### src/rtl/uart_core_cfg.sv
// uart_core_cfg: UART transceiver with runtime baud divisor, parity and stop-bit selection.
// TX and RX run independent dividers; RX decides each bit by majority-of-3 around the bit centre.
module uart_core_cfg #(
  parameter int WIDTH      = 8,
  parameter int OVERSAMPLE = 16,
  parameter int DIV_WIDTH  = 16
) (
  input  logic                 clk,
  input  logic                 reset,
  input  logic                 rx,
  output logic                 tx,
  input  logic [DIV_WIDTH-1:0] cfg_div,
  input  logic [1:0]           cfg_parity,
  input  logic                 cfg_stop2,
  input  logic [WIDTH-1:0]     tx_data,
  input  logic                 tx_valid,
  output logic                 tx_ready,
  output logic [WIDTH-1:0]     rx_data,
  output logic                 rx_valid,
  input  logic                 rx_ready,
  output logic                 rx_parity_err,
  output logic                 rx_frame_err,
  output logic                 rx_break,
  output logic                 rx_overrun,
  input  logic                 err_clear
);
  localparam int OS_W  = $clog2(OVERSAMPLE);
  localparam int CNT_W = $clog2(WIDTH + 1);
  localparam logic [OS_W-1:0]      OS_LAST  = OS_W'(OVERSAMPLE - 1);
  localparam logic [OS_W-1:0]      OS_PEN   = OS_W'(OVERSAMPLE - 2);
  localparam logic [OS_W-1:0]      OS_ONE   = OS_W'(1);
  localparam logic [OS_W-1:0]      C_LO     = OS_W'(OVERSAMPLE / 2 - 2);
  localparam logic [OS_W-1:0]      C_MID    = OS_W'(OVERSAMPLE / 2 - 1);
  localparam logic [OS_W-1:0]      C_HI     = OS_W'(OVERSAMPLE / 2);
  localparam logic [CNT_W-1:0]     BIT_LAST = CNT_W'(WIDTH - 1);
  localparam logic [CNT_W-1:0]     CNT_ONE  = CNT_W'(1);
  localparam logic [DIV_WIDTH-1:0] DIV_ONE  = DIV_WIDTH'(1);

  // state    | meaning
  // S_IDLE   | line idle, waiting for accept (TX) or start edge (RX)
  // S_START  | start bit
  // S_DATA   | data bits, LSB first
  // S_PARITY | optional parity bit
  // S_STOP1  | first stop bit
  // S_STOP2  | optional second stop bit
  typedef enum logic [2:0] {S_IDLE, S_START, S_DATA, S_PARITY, S_STOP1, S_STOP2} state_t;

  logic [DIV_WIDTH-1:0] w_dm1;
  assign w_dm1 = (cfg_div == '0) ? '0 : cfg_div - DIV_ONE;

  // ---------------- transmitter ----------------
  state_t               r_tx_state, w_tx_nstate;
  logic [DIV_WIDTH-1:0] r_tx_div, r_tx_dm1;
  logic [OS_W-1:0]      r_tx_os;
  logic [CNT_W-1:0]     r_tx_cnt;
  logic [WIDTH-1:0]     r_tx_shift;
  logic                 r_tx_par_en, r_tx_par_bit, r_tx_stop2, r_tx;
  logic                 w_tx_accept, w_tx_tick, w_tx_bit_end, w_tx_pre_end, w_tx_nbit;

  assign tx           = r_tx;
  assign tx_ready     = (r_tx_state == S_IDLE) && !reset;
  assign w_tx_accept  = tx_valid && tx_ready;
  assign w_tx_tick    = (r_tx_state != S_IDLE) && (r_tx_div == '0);
  assign w_tx_bit_end = w_tx_tick && (r_tx_os == OS_LAST);
  // The last stop bit hands over one clock early: its final clock is the IDLE/accept cycle,
  // so a queued byte's start bit follows with the stop bit still exactly one bit long.
  assign w_tx_pre_end = (r_tx_dm1 == '0) ? (w_tx_tick && (r_tx_os == OS_PEN))
                                         : ((r_tx_os == OS_LAST) && (r_tx_div == DIV_ONE));

  always_comb begin
    w_tx_nstate = r_tx_state;
    w_tx_nbit   = r_tx;
    case (r_tx_state)
      S_IDLE: begin
        w_tx_nbit = 1'b1;
        if (w_tx_accept) begin
          w_tx_nstate = S_START;
          w_tx_nbit   = 1'b0;
        end
      end
      S_START: if (w_tx_bit_end) begin
        w_tx_nstate = S_DATA;
        w_tx_nbit   = r_tx_shift[0];
      end
      S_DATA: if (w_tx_bit_end) begin
        if (r_tx_cnt != BIT_LAST) begin
          w_tx_nbit = r_tx_shift[1];
        end else if (r_tx_par_en) begin
          w_tx_nstate = S_PARITY;
          w_tx_nbit   = r_tx_par_bit;
        end else begin
          w_tx_nstate = S_STOP1;
          w_tx_nbit   = 1'b1;
        end
      end
      S_PARITY: if (w_tx_bit_end) begin
        w_tx_nstate = S_STOP1;
        w_tx_nbit   = 1'b1;
      end
      S_STOP1: begin
        if (r_tx_stop2) begin
          if (w_tx_bit_end) w_tx_nstate = S_STOP2;
        end else if (w_tx_pre_end) begin
          w_tx_nstate = S_IDLE;
        end
      end
      S_STOP2: if (w_tx_pre_end) w_tx_nstate = S_IDLE;
      default: w_tx_nstate = S_IDLE;
    endcase
  end

  always_ff @(posedge clk) begin
    if (reset) begin
      r_tx_state   <= S_IDLE;
      r_tx         <= 1'b1;
      r_tx_div     <= '0;
      r_tx_dm1     <= '0;
      r_tx_os      <= '0;
      r_tx_cnt     <= '0;
      r_tx_shift   <= '0;
      r_tx_par_en  <= 1'b0;
      r_tx_par_bit <= 1'b0;
      r_tx_stop2   <= 1'b0;
    end else begin
      r_tx_state <= w_tx_nstate;
      r_tx       <= w_tx_nbit;
      if (w_tx_accept) begin
        r_tx_div     <= w_dm1;
        r_tx_dm1     <= w_dm1;
        r_tx_os      <= '0;
        r_tx_cnt     <= '0;
        r_tx_shift   <= tx_data;
        r_tx_par_en  <= (cfg_parity == 2'b01) || (cfg_parity == 2'b10);
        r_tx_par_bit <= (^tx_data) ^ cfg_parity[1];
        r_tx_stop2   <= cfg_stop2;
      end else if (w_tx_tick) begin
        r_tx_div <= r_tx_dm1;
        r_tx_os  <= (r_tx_os == OS_LAST) ? '0 : r_tx_os + OS_ONE;
      end else if (r_tx_state != S_IDLE) begin
        r_tx_div <= r_tx_div - DIV_ONE;
      end
      if (w_tx_bit_end && (r_tx_state == S_DATA)) begin
        r_tx_cnt   <= r_tx_cnt + CNT_ONE;
        r_tx_shift <= r_tx_shift >> 1;
      end
    end
  end

  // ---------------- receiver ----------------
  state_t               r_rx_state, w_rx_nstate;
  logic                 r_rx_s1, r_rx_s2, r_rx_prev;
  logic [DIV_WIDTH-1:0] r_rx_div, r_rx_dm1;
  logic [OS_W-1:0]      r_rx_os;
  logic [CNT_W-1:0]     r_rx_cnt;
  logic [WIDTH-1:0]     r_rx_shift, r_rx_data;
  logic [1:0]           r_rx_samp;
  logic                 r_rx_par_en, r_rx_odd, r_rx_stop2, r_rx_pe, r_rx_fe;
  logic                 r_rx_valid, r_rx_perr, r_rx_ferr, r_rx_brk, r_rx_ovr;
  logic                 w_rx_start, w_rx_tick, w_rx_bit_end, w_rx_decide, w_rx_maj;
  logic                 w_rx_done, w_rx_fe_fin, w_rx_load, w_rx_ovr_set;

  assign w_rx_start   = (r_rx_state == S_IDLE) && r_rx_prev && !r_rx_s2;
  assign w_rx_tick    = (r_rx_state != S_IDLE) && (r_rx_div == '0);
  assign w_rx_bit_end = w_rx_tick && (r_rx_os == OS_LAST);
  assign w_rx_decide  = w_rx_tick && (r_rx_os == C_HI);
  assign w_rx_maj     = (r_rx_samp[0] & r_rx_samp[1]) | (r_rx_samp[0] & r_rx_s2) |
                        (r_rx_samp[1] & r_rx_s2);

  always_comb begin
    w_rx_nstate = r_rx_state;
    w_rx_done   = 1'b0;
    case (r_rx_state)
      S_IDLE:   if (w_rx_start) w_rx_nstate = S_START;
      S_START: begin
        if (w_rx_decide && w_rx_maj) w_rx_nstate = S_IDLE;
        else if (w_rx_bit_end)       w_rx_nstate = S_DATA;
      end
      S_DATA:   if (w_rx_bit_end && (r_rx_cnt == BIT_LAST))
                  w_rx_nstate = r_rx_par_en ? S_PARITY : S_STOP1;
      S_PARITY: if (w_rx_bit_end) w_rx_nstate = S_STOP1;
      S_STOP1: begin
        if (r_rx_stop2) begin
          if (w_rx_bit_end) w_rx_nstate = S_STOP2;
        end else if (w_rx_decide) begin
          w_rx_nstate = S_IDLE;
          w_rx_done   = 1'b1;
        end
      end
      S_STOP2: if (w_rx_decide) begin
        w_rx_nstate = S_IDLE;
        w_rx_done   = 1'b1;
      end
      default: w_rx_nstate = S_IDLE;
    endcase
  end

  assign w_rx_fe_fin  = r_rx_fe | !w_rx_maj;
  assign w_rx_load    = w_rx_done && (!r_rx_valid || rx_ready);
  assign w_rx_ovr_set = w_rx_done && r_rx_valid && !rx_ready;

  always_ff @(posedge clk) begin
    if (reset) begin
      r_rx_state  <= S_IDLE;
      r_rx_s1     <= 1'b1;
      r_rx_s2     <= 1'b1;
      r_rx_prev   <= 1'b1;
      r_rx_div    <= '0;
      r_rx_dm1    <= '0;
      r_rx_os     <= '0;
      r_rx_cnt    <= '0;
      r_rx_shift  <= '0;
      r_rx_samp   <= '0;
      r_rx_par_en <= 1'b0;
      r_rx_odd    <= 1'b0;
      r_rx_stop2  <= 1'b0;
      r_rx_pe     <= 1'b0;
      r_rx_fe     <= 1'b0;
    end else begin
      r_rx_state <= w_rx_nstate;
      r_rx_s1    <= rx;
      r_rx_s2    <= r_rx_s1;
      r_rx_prev  <= r_rx_s2;
      if (w_rx_start) begin
        r_rx_div    <= w_dm1;
        r_rx_dm1    <= w_dm1;
        r_rx_os     <= '0;
        r_rx_cnt    <= '0;
        r_rx_pe     <= 1'b0;
        r_rx_fe     <= 1'b0;
        r_rx_par_en <= (cfg_parity == 2'b01) || (cfg_parity == 2'b10);
        r_rx_odd    <= cfg_parity[1];
        r_rx_stop2  <= cfg_stop2;
      end else if (w_rx_tick) begin
        r_rx_div <= r_rx_dm1;
        r_rx_os  <= (r_rx_os == OS_LAST) ? '0 : r_rx_os + OS_ONE;
      end else if (r_rx_state != S_IDLE) begin
        r_rx_div <= r_rx_div - DIV_ONE;
      end
      if (w_rx_tick && (r_rx_os == C_LO))  r_rx_samp[0] <= r_rx_s2;
      if (w_rx_tick && (r_rx_os == C_MID)) r_rx_samp[1] <= r_rx_s2;
      if (w_rx_decide) begin
        case (r_rx_state)
          S_DATA:           r_rx_shift <= {w_rx_maj, r_rx_shift[WIDTH-1:1]};
          S_PARITY:         r_rx_pe    <= w_rx_maj ^ (^r_rx_shift) ^ r_rx_odd;
          S_STOP1, S_STOP2: if (!w_rx_maj) r_rx_fe <= 1'b1;
          default:          ;
        endcase
      end
      if (w_rx_bit_end && (r_rx_state == S_DATA)) r_rx_cnt <= r_rx_cnt + CNT_ONE;
    end
  end

  always_ff @(posedge clk) begin
    if (reset) begin
      r_rx_valid <= 1'b0;
      r_rx_data  <= '0;
      r_rx_perr  <= 1'b0;
      r_rx_ferr  <= 1'b0;
      r_rx_brk   <= 1'b0;
      r_rx_ovr   <= 1'b0;
    end else begin
      if (w_rx_load) begin
        r_rx_valid <= 1'b1;
        r_rx_data  <= r_rx_shift;
        r_rx_perr  <= r_rx_pe;
        r_rx_ferr  <= w_rx_fe_fin;
        r_rx_brk   <= (r_rx_shift == '0) && w_rx_fe_fin;
      end else if (r_rx_valid && rx_ready) begin
        r_rx_valid <= 1'b0;
      end
      if (w_rx_ovr_set)   r_rx_ovr <= 1'b1;
      else if (err_clear) r_rx_ovr <= 1'b0;
    end
  end

  assign rx_valid      = r_rx_valid;
  assign rx_data       = r_rx_data;
  assign rx_parity_err = r_rx_perr;
  assign rx_frame_err  = r_rx_ferr;
  assign rx_break      = r_rx_brk;
  assign rx_overrun    = r_rx_ovr;

endmodule

### config.mk
export PLATFORM = sky130hd
export DESIGN_NAME = uart_core_cfg
export DESIGN_NICKNAME = d
export VERILOG_FILES = /design/src/rtl/uart_core_cfg.sv
export SDC_FILE = /design/constraint.sdc
export NUM_CORES = 1
export LEC_CHECK = 0
export ABC_AREA = 1
export CAP_MARGIN = 30
export CORE_ASPECT_RATIO = 0.9
export CORE_UTILIZATION = 45
export DETAILED_ROUTE_END_ITERATION = 8
export GPL_ROUTABILITY_DRIVEN = 0
export GPL_TIMING_DRIVEN = 0
export PLACE_DENSITY = 0.69
export REMOVE_ABC_BUFFERS = 1
export SLEW_MARGIN = 20
export SYNTH_ARGS = -nofsm -noshare
export SYNTH_HDL_FRONTEND = slang
export SYNTH_SLANG_ARGS = --single-unit
export TNS_END_PERCENT = 5
### constraint.sdc
create_clock -name clk -period 4.62 [get_ports clk]
set_input_delay 1.155 -clock clk [delete_from_list [all_inputs] [get_ports clk]]
set_output_delay 1.155 -clock clk [all_outputs]
set_load 0.1 [all_outputs]
==> After elaboration in Yosys (flattened, before gate mapping) <==
Index checks and enable logic that the tools add are counted.
{ "word_totals": {"word_cells": 193, "register_bits": 129, "out_inout_bits": 15, "input_bits": 33} }
{ "classes": {"reduce_logical": 55, "bitwise_logic": 9, "n_addsub": 7, "muxes": 57, "eq_ne": 32} }
{ "op_table": {"columns": ["op", "n"], "rows": [
  ["$mux 16", 7],
  ["$logic_not 16->1", 4],
  ["$mux 3", 18],
  ["$sub 16x1->16 const B", 3],
  ["$pmux 3 s6", 2],
  ["$mux 4", 6],
  ["$logic_and 1x1->1", 22],
  ["$mux 1", 20],
  ["$add 4x1->4 const B", 4],
  ["$eq 16x1->1 const B", 1],
  ["$eq 4x4->1 const B", 4],
  ["$ne 2x2->1 const B", 8],
  ["$reduce_xor 8->1", 2],
  ["$mux 7", 2],
  ["$eq 3x2->1 const B", 4],
  ["$eq 3x3->1 const B", 4],
  ["$eq 4x3->1 const B", 3],
  ["$reduce_bool 3->1", 4],
  ["$ne 3x3->1 const B", 3],
  ["$logic_not 8->1", 1],
  ["$reduce_bool 2->1", 4],
  ["$reduce_or 2->1", 4],
  ["$eq 3x1->1 const B", 2],
  ["$logic_not 3->1", 2],
  ["15 further kinds", 26]
]} }

==> Depth between registers and ports, before layout <==
Gate-level depths: netlist of run 1.
{ "logic_depth": {"ltp_word": 9, "depth_mapped": 14, "depth_no_buf": 13} }

==> Worst setup path after synthesis of run 1 <==
OpenSTA, ideal clock, no wires.
{ "synth_timing": {"kind": "input to output", "from": "input port reset", "to": "output port tx_ready", "stages": 2, "slack_ps": 1260, "t_required_ps": 3465, "arrival_time_ps": 2205, "path_buffers": 1, "path_cell_list": "clkbuf_1 nor2_2"} }
{ "synth_via": {"elab_chain_cells": 2} }
{ "synth_rtl": {"columns": ["item", "line_no", "source"], "rows": [
  ["from (decl)", "9", "input logic reset,"],
  ["$logic_not 1->1", "61", "assign tx_ready = (r_tx_state == S_IDLE) && !reset;"],
  ["$logic_and 1x1->1", "61", null],
  ["to (decl)", "17", "output logic tx_ready,"]
]} }
No other way between the ends.

==> Worst setup path after layout of run 1 <==
Ends and elaborated chain as after synthesis.

==> results.yml, run 1 <==
global_route:
  grt_pass1_wl_um: 28800
  antenna_found_initial: 0
  grt_pass1_vias: 5874
  grt_usage_pct: 22.6
  top_usage_layer: "met2"
  met1_usage_pct: 31.2
  met2_usage_pct: 35.3
  grt_max_degree: 63
  grt-ovfl-total: 0
  grtUsageMet3_pct: 5.15
cells_and_area:
  multi_input_area_um2: 3730
  diodes: 0
  seqCellArea_um2: 2580
  final_cell_area_um2: 8100
  nets: 1112
  syn_to_final_growth_pct: 16.2
  fillers: 1494
  drive_gt1_share_pct: 6.90
  post-route-util_pct: 54.3
drt:
  drtIter0Drc: 435
  firstDrtPassIters: 5
  wire_per_inst_um: 13.4
  vias_per_cell: 5.15
  drt-total-wl_um: 17000
  drc: 0
  num_vias: 6550
  ant_nets: 0
logic_synthesis:
  yosys.area.top_type: "dfxtp_1"
  synth.top_cell.area_share_pct: 37.0
  ys.flop_type: "dfxtp_1"
  synth-async-reset-ratio_pct: 0
  syn_area_per_cell_um2: 6.79
  synth-seq-cells: 129
  synth-edff-count: 0
  syn_inst: 1027
  netlist_area_um2: 6980
  ys_warn_count: 0
  seq_area_frac_synth_pct: 37.0
  ys_top_cells_by_area: "dfxtp_1, nand2_1, nor2_1, inv_1, o21ai_0"
  ys_types: 41
critical_path:
  worstPathMaxFanout: 62
  critPathKind: "input port to output pin"
  cp-end-kind: "output pin"
  critical_path_arrival_ps: 2850
  cp.required_ps: 3460
  critPathLaunchType: "input port"
sta:
  min_period_over_period_pct: 86.6
  worst_pin_slew_ps: 969
  relSlewSlack_pct: 35.2
  fin_worst_skew_ps: 6.52
  clock.fmax_mhz: 250
  hold_viol_final: 0
  finalCriticalPeriod_ps: 4000
  finalSetupTns_ps: 0
  setup_viol: 0
  finalMaxSlewViolations: 0
  rsz0062_at_grt: "false"
cts:
  cts_inserted_buffers: 17
  post_cts_resized: 0
  cts_setup_buffers: 0
  ctsHoldBuffers: 0
  h-tree-depth: 4
  cts_buffer_depth: 2
  clkLatencyLatePin_ps: 420
  cts.sinks: 129
  cts_root_buf: "clkbuf_16"
  cts_tree: "built"
  clkSlewWorstSetupHoldPaths_ps: 60
power_and_ir_drop:
  p_per_area_nw_per_um2: 597
  ir_worst_vdd_mv: 0.406
  leakage_uw: 0.00339
outcome:
  status: "completed"
floorplanning:
  core-area_um2: 14900
  die_h_um: 120
  rows: 42
  die_area_um2: 16000
  die_w_um: 133
  pin_count: 48
  start_util_pct: 46.7
place:
  hpwl_um: 12000
  place_area_um2: 7550
  io_buffers: 47
flow_run:
  cap_violations: 0
hold_path:
  hp-class: "register to register"
cells by family (layout without fill, tap and decap cells):
group	after synthesis	after routing	synth area share [%]
adder cells (fa/ha/maj)	17	17	3.05
AND/OR/NAND/NOR	458	458	28.7
flip-flops	129	129	37.0
AO/OA/AOI/OAI	221	221	17.3
buffers and inverters	167	213	9.52
XOR/XNOR	35	35	4.39
cell type report:
class	instances	area share, %
multi-input combinational	731	46.0
sequential	129	31.9
inverter	135	6.31
clock buffer	25	6.24
timing repair buffer	48	5.87
tap	198	3.06
clock inverter	5	0.648
metrics by stage:
stage               hold WS (ps)  setup WS (ps)  instances  total power [uW]
finish                       421            617       1271              4840
CTS                          423            586       1271              4840
global placement             401          -1210       1240              3520
global route                 428            556       1271              5210
detailed placement           408            597       1241              3550
floorplan                    389           1430        995              3080
cells in the final DEF (no fill, tap or decap), types with 3 or more instances in the layout:
cell type        instances
nor3_1                  13
nor2_2                  10
nand3_1                 58
o21ai_1                  7
o211ai_1                10
a211oi_1                 5
a21oi_1                 76
a22oi_1                  8
xnor2_1                 12
o22ai_1                 12
nor2_4                   6
inv_1                  120
dfxtp_1                129
or2_2                    4
clkbuf_8                 5
xor2_1                  23
nand2_2                  6
clkbuf_16               17
inv_2                   11
nand2_1                211
clkinv_2                 3
nor2_1                 127
o21ai_0                 87
clkbuf_1                 3
clkdlybuf4s50_1         46
and3_1                   3
nand4_1                  8
a31oi_1                 13
ha_1                    17
synth_stat cells, drive strengths merged, types with 12 or more instances:
cell and n:
xnor2 12, clkbuf 13, xor2 23, buf 19, inv 133, ha 17, o22ai 12, a21oi 76
o21ai 94, nand3 62, nor3 14, nor2 143, nand2 217, dfxtp 129, a31oi 13
flip-flops by register name, summed over array words and instances (netlist names), 2 cells and up:
signal	flops
r_rx_div	16
r_rx_dm1	16
r_tx_div	16
r_tx_dm1	16
r_rx_shift	8
r_tx_shift	8
rx_data	8
r_rx_cnt	4
r_rx_os	4
r_tx_cnt	4
r_tx_os	4
r_rx_state	3
r_tx_state	3
r_rx_samp	2
metal layers:
| metal | part of all wire (%) | vias to the layer above | routed length (um) |
|---|---|---|---|
| li1 | - | 3416 | - |
| met1 | 50 | 3021 | 8580 |
| met2 | 45 | 97 | 7690 |
| met3 | 3.5 | 16 | 600 |
| met4 | 0.97 | 0 | 165 |
| met5 | 0 | - | 0 |
report_power, final:
group,internal (uW),switching (uW),leakage [uW]
Combinational,733,1350,0.00206
Sequential,1310,166,0.00105
Clock,802,475,0.000275
Total,2850,1990,0.00339
path summary, 6_finish.rpt:
path | slack, ps | from | end | cells past startpoint
max | 620 | reset | tx_ready | 3
min | 420 | r_rx_s1 | r_rx_s2 | 1
max reg2reg | 1900 | r_rx_state[2] | rx_data[2] | 9
min reg2reg | 420 | r_rx_s1 | r_rx_s2 | 1
critical path, cell delays in order:
cell	delay [ps]
buf_4	300
nor2_2	230
clkdlybuf4s50_1	1150
No activity file was read; power rests on OpenSTA's default activity.
==> inputs of run 2 (changes only) <==
--- a/config.mk
+++ b/config.mk
@@ -12,7 +12,7 @@
 export DETAILED_ROUTE_END_ITERATION = 8
 export GPL_ROUTABILITY_DRIVEN = 0
 export GPL_TIMING_DRIVEN = 0
-export PLACE_DENSITY = 0.69
+export PLACE_DENSITY = 0.71
 export REMOVE_ABC_BUFFERS = 1
 export SLEW_MARGIN = 20
 export SYNTH_ARGS = -nofsm -noshare
==> constraint.sdc (replaced) <==
create_clock -name clk -period 3.45 [get_ports clk]
set_input_delay 0.8625 -clock clk [delete_from_list [all_inputs] [get_ports clk]]
set_output_delay 0.8625 -clock clk [all_outputs]
set_load 0.1 [all_outputs]
==> results.yml, run 2 (synthesis gave the netlist of run 1 again) <==
sta:
  holdWs_ps: 415
  relSlewSlack_pct: 35.0
  min_period_over_period_pct: 92.3
  hold_viol_final: 0
  worst_pin_slew_ps: 971
  rsz0062_at_grt: "false"
  setup_viol: 0
  fin_worst_skew_ps: 9.83
  finalMaxSlewViolations: 0
  finalWorstSetupSlack_ps: 265
  finalCriticalPeriod_ps: 3190
  clock.fmax_mhz: 314
power_and_ir_drop:
  ir_worst_vdd_mv: 0.632
  power_uw: 6550
  p_per_area_nw_per_um2: 807
  leakage_uw: 0.00339
cells_and_area:
  final_cell_area_um2: 8120
  nets: 1112
  stdcell_count: 1272
  layout_common_cells: "nand2_1, dfxtp_1, nor2_1, inv_1, o21ai_0"
  syn_to_final_growth_pct: 16.4
  final_common_cell: "nand2_1"
  diodes: 0
  drive_gt1_share_pct: 7.08
critical_path:
  rrSetupSlack_ps: 740
  cp.required_ps: 2590
  r2r_end: "rx_data[5]"
  critPathKind: "input port to output pin"
  rr_worst_depth: 9
  critPathLaunchType: "input port"
  cp-end-kind: "output pin"
  reg2reg_from: "r_rx_state[2]"
  critical_path_arrival_ps: 2320
  worstPathMaxFanout: 62
drt:
  wire_per_inst_um: 13.4
  vias_per_cell: 5.20
  drt-total-wl_um: 17000
  ant_nets: 0
  num_vias: 6620
  drc: 0
  firstDrtPassIters: 5
  drtIter0Drc: 480
cts:
  cts_buffer_depth: 2
  clkSlewWorstSetupHoldPaths_ps: 50
  h-tree-depth: 4
  clkLatencyLatePin_ps: 420
  cts_inserted_buffers: 17
  cts_tree: "built"
  cts.sinks: 129
  cts_setup_buffers: 0
  cts_root_buf: "clkbuf_16"
place:
  io_buffers: 47
  hpwl_um: 12000
  place_area_um2: 7540
  dp_slack_ps: -189
  placedCellCount: 1240
floorplanning:
  rows: 42
  start_util_pct: 46.7
  pin_count: 48
  die_w_um: 133
  die_h_um: 120
  die_area_um2: 16000
  core-area_um2: 14900
global_route:
  grt_pass1_vias: 5981
  grt_max_degree: 63
  grt_usage_pct: 22.3
  grt-ovfl-total: 0
  grt_pass1_wl_um: 28500
  antenna_found_initial: 0
hold_path:
  whs_endpoint: "r_rx_s2"
  hp-class: "register to register"
  hold_start: "r_rx_s1"
  hold_depth: 1
flow_run:
  cap_violations: 0
outcome:
  status: "completed"
[run 2: cell types whose count changed in the layout (fill, tap and decap cells not counted), sizes merged]
cell,change
clkdlybuf4s50,-1
clkinvlp,+2
bufinv,+2
clkbuf,-6
clkinv,+3
dlygate4sd2,+1
[run 2: how the worst max path moves through the flow]
stage          start             to  slack (ps)  cells after the start
5_1_grt        reset       tx_ready         240                      3
2_1_floorplan  reset  r_tx_state[0]         550                      9
3_5_place_dp   reset     r_tx_os[1]        -190                      7
4_1_cts        reset     r_tx_os[1]         230                      7
3_3_place_gp   reset     r_tx_os[1]       -1980                      7
6_report       reset       tx_ready         260                      3
[run 2: worst max-delay path, stage by stage]
cell           delay, ps
buf_4                330
nor2_2               230
dlygate4sd2_1        870
[run 2: stage by stage]
| stage | setup TNS [ps] | utilization, % |
|---|---|---|
| global placement | -141990 | 50.5 |
| global route | 0 | 54.4 |
| floorplan | 0 | - |
| finish | 0 | 54.4 |
| detailed placement | -1580 | 50.5 |
| CTS | 0 | 54.4 |
[run 2: cell type report]
class | instances | area (um^2)
sequential | 129 | 2580
inverter | 135 | 512
multi-input combinational | 731 | 3730
timing repair buffer | 48 | 474
clock inverter | 12 | 143
fill | 1460 | 6800
clock buffer | 19 | 433
tap | 198 | 248
[run 2: per-layer routing]
| layer | part of all wire (%) | routed length, um | track usage [%] | vias up |
|---|---|---|---|---|
| li1 | - | - | - | 3410 |
| met1 | 49 | 8310 | 29.7 | 3041 |
| met2 | 45 | 7640 | 35.6 | 150 |
| met3 | 5.0 | 851 | 5.62 | 19 |
| met4 | 1.3 | 224 | 6.18 | 0 |
| met5 | 0 | 0 | 0 | - |
[run 2: power by group]
group	leakage, uW	switching (uW)	internal, uW	total, uW
Sequential	0.00105	223	1760	1980
Combinational	0.00206	1820	979	2800
Clock	0.000278	653	1120	1770
Total	0.00339	2700	3850	6550
[run 2: timing repair]
| action | 4_1_cts | 5_1_grt |
|---|---|---|
| resized for setup | 1 | 0 |
| hold buffers | 0 | 0 |
| setup endpoints to repair | 1 | 0 |
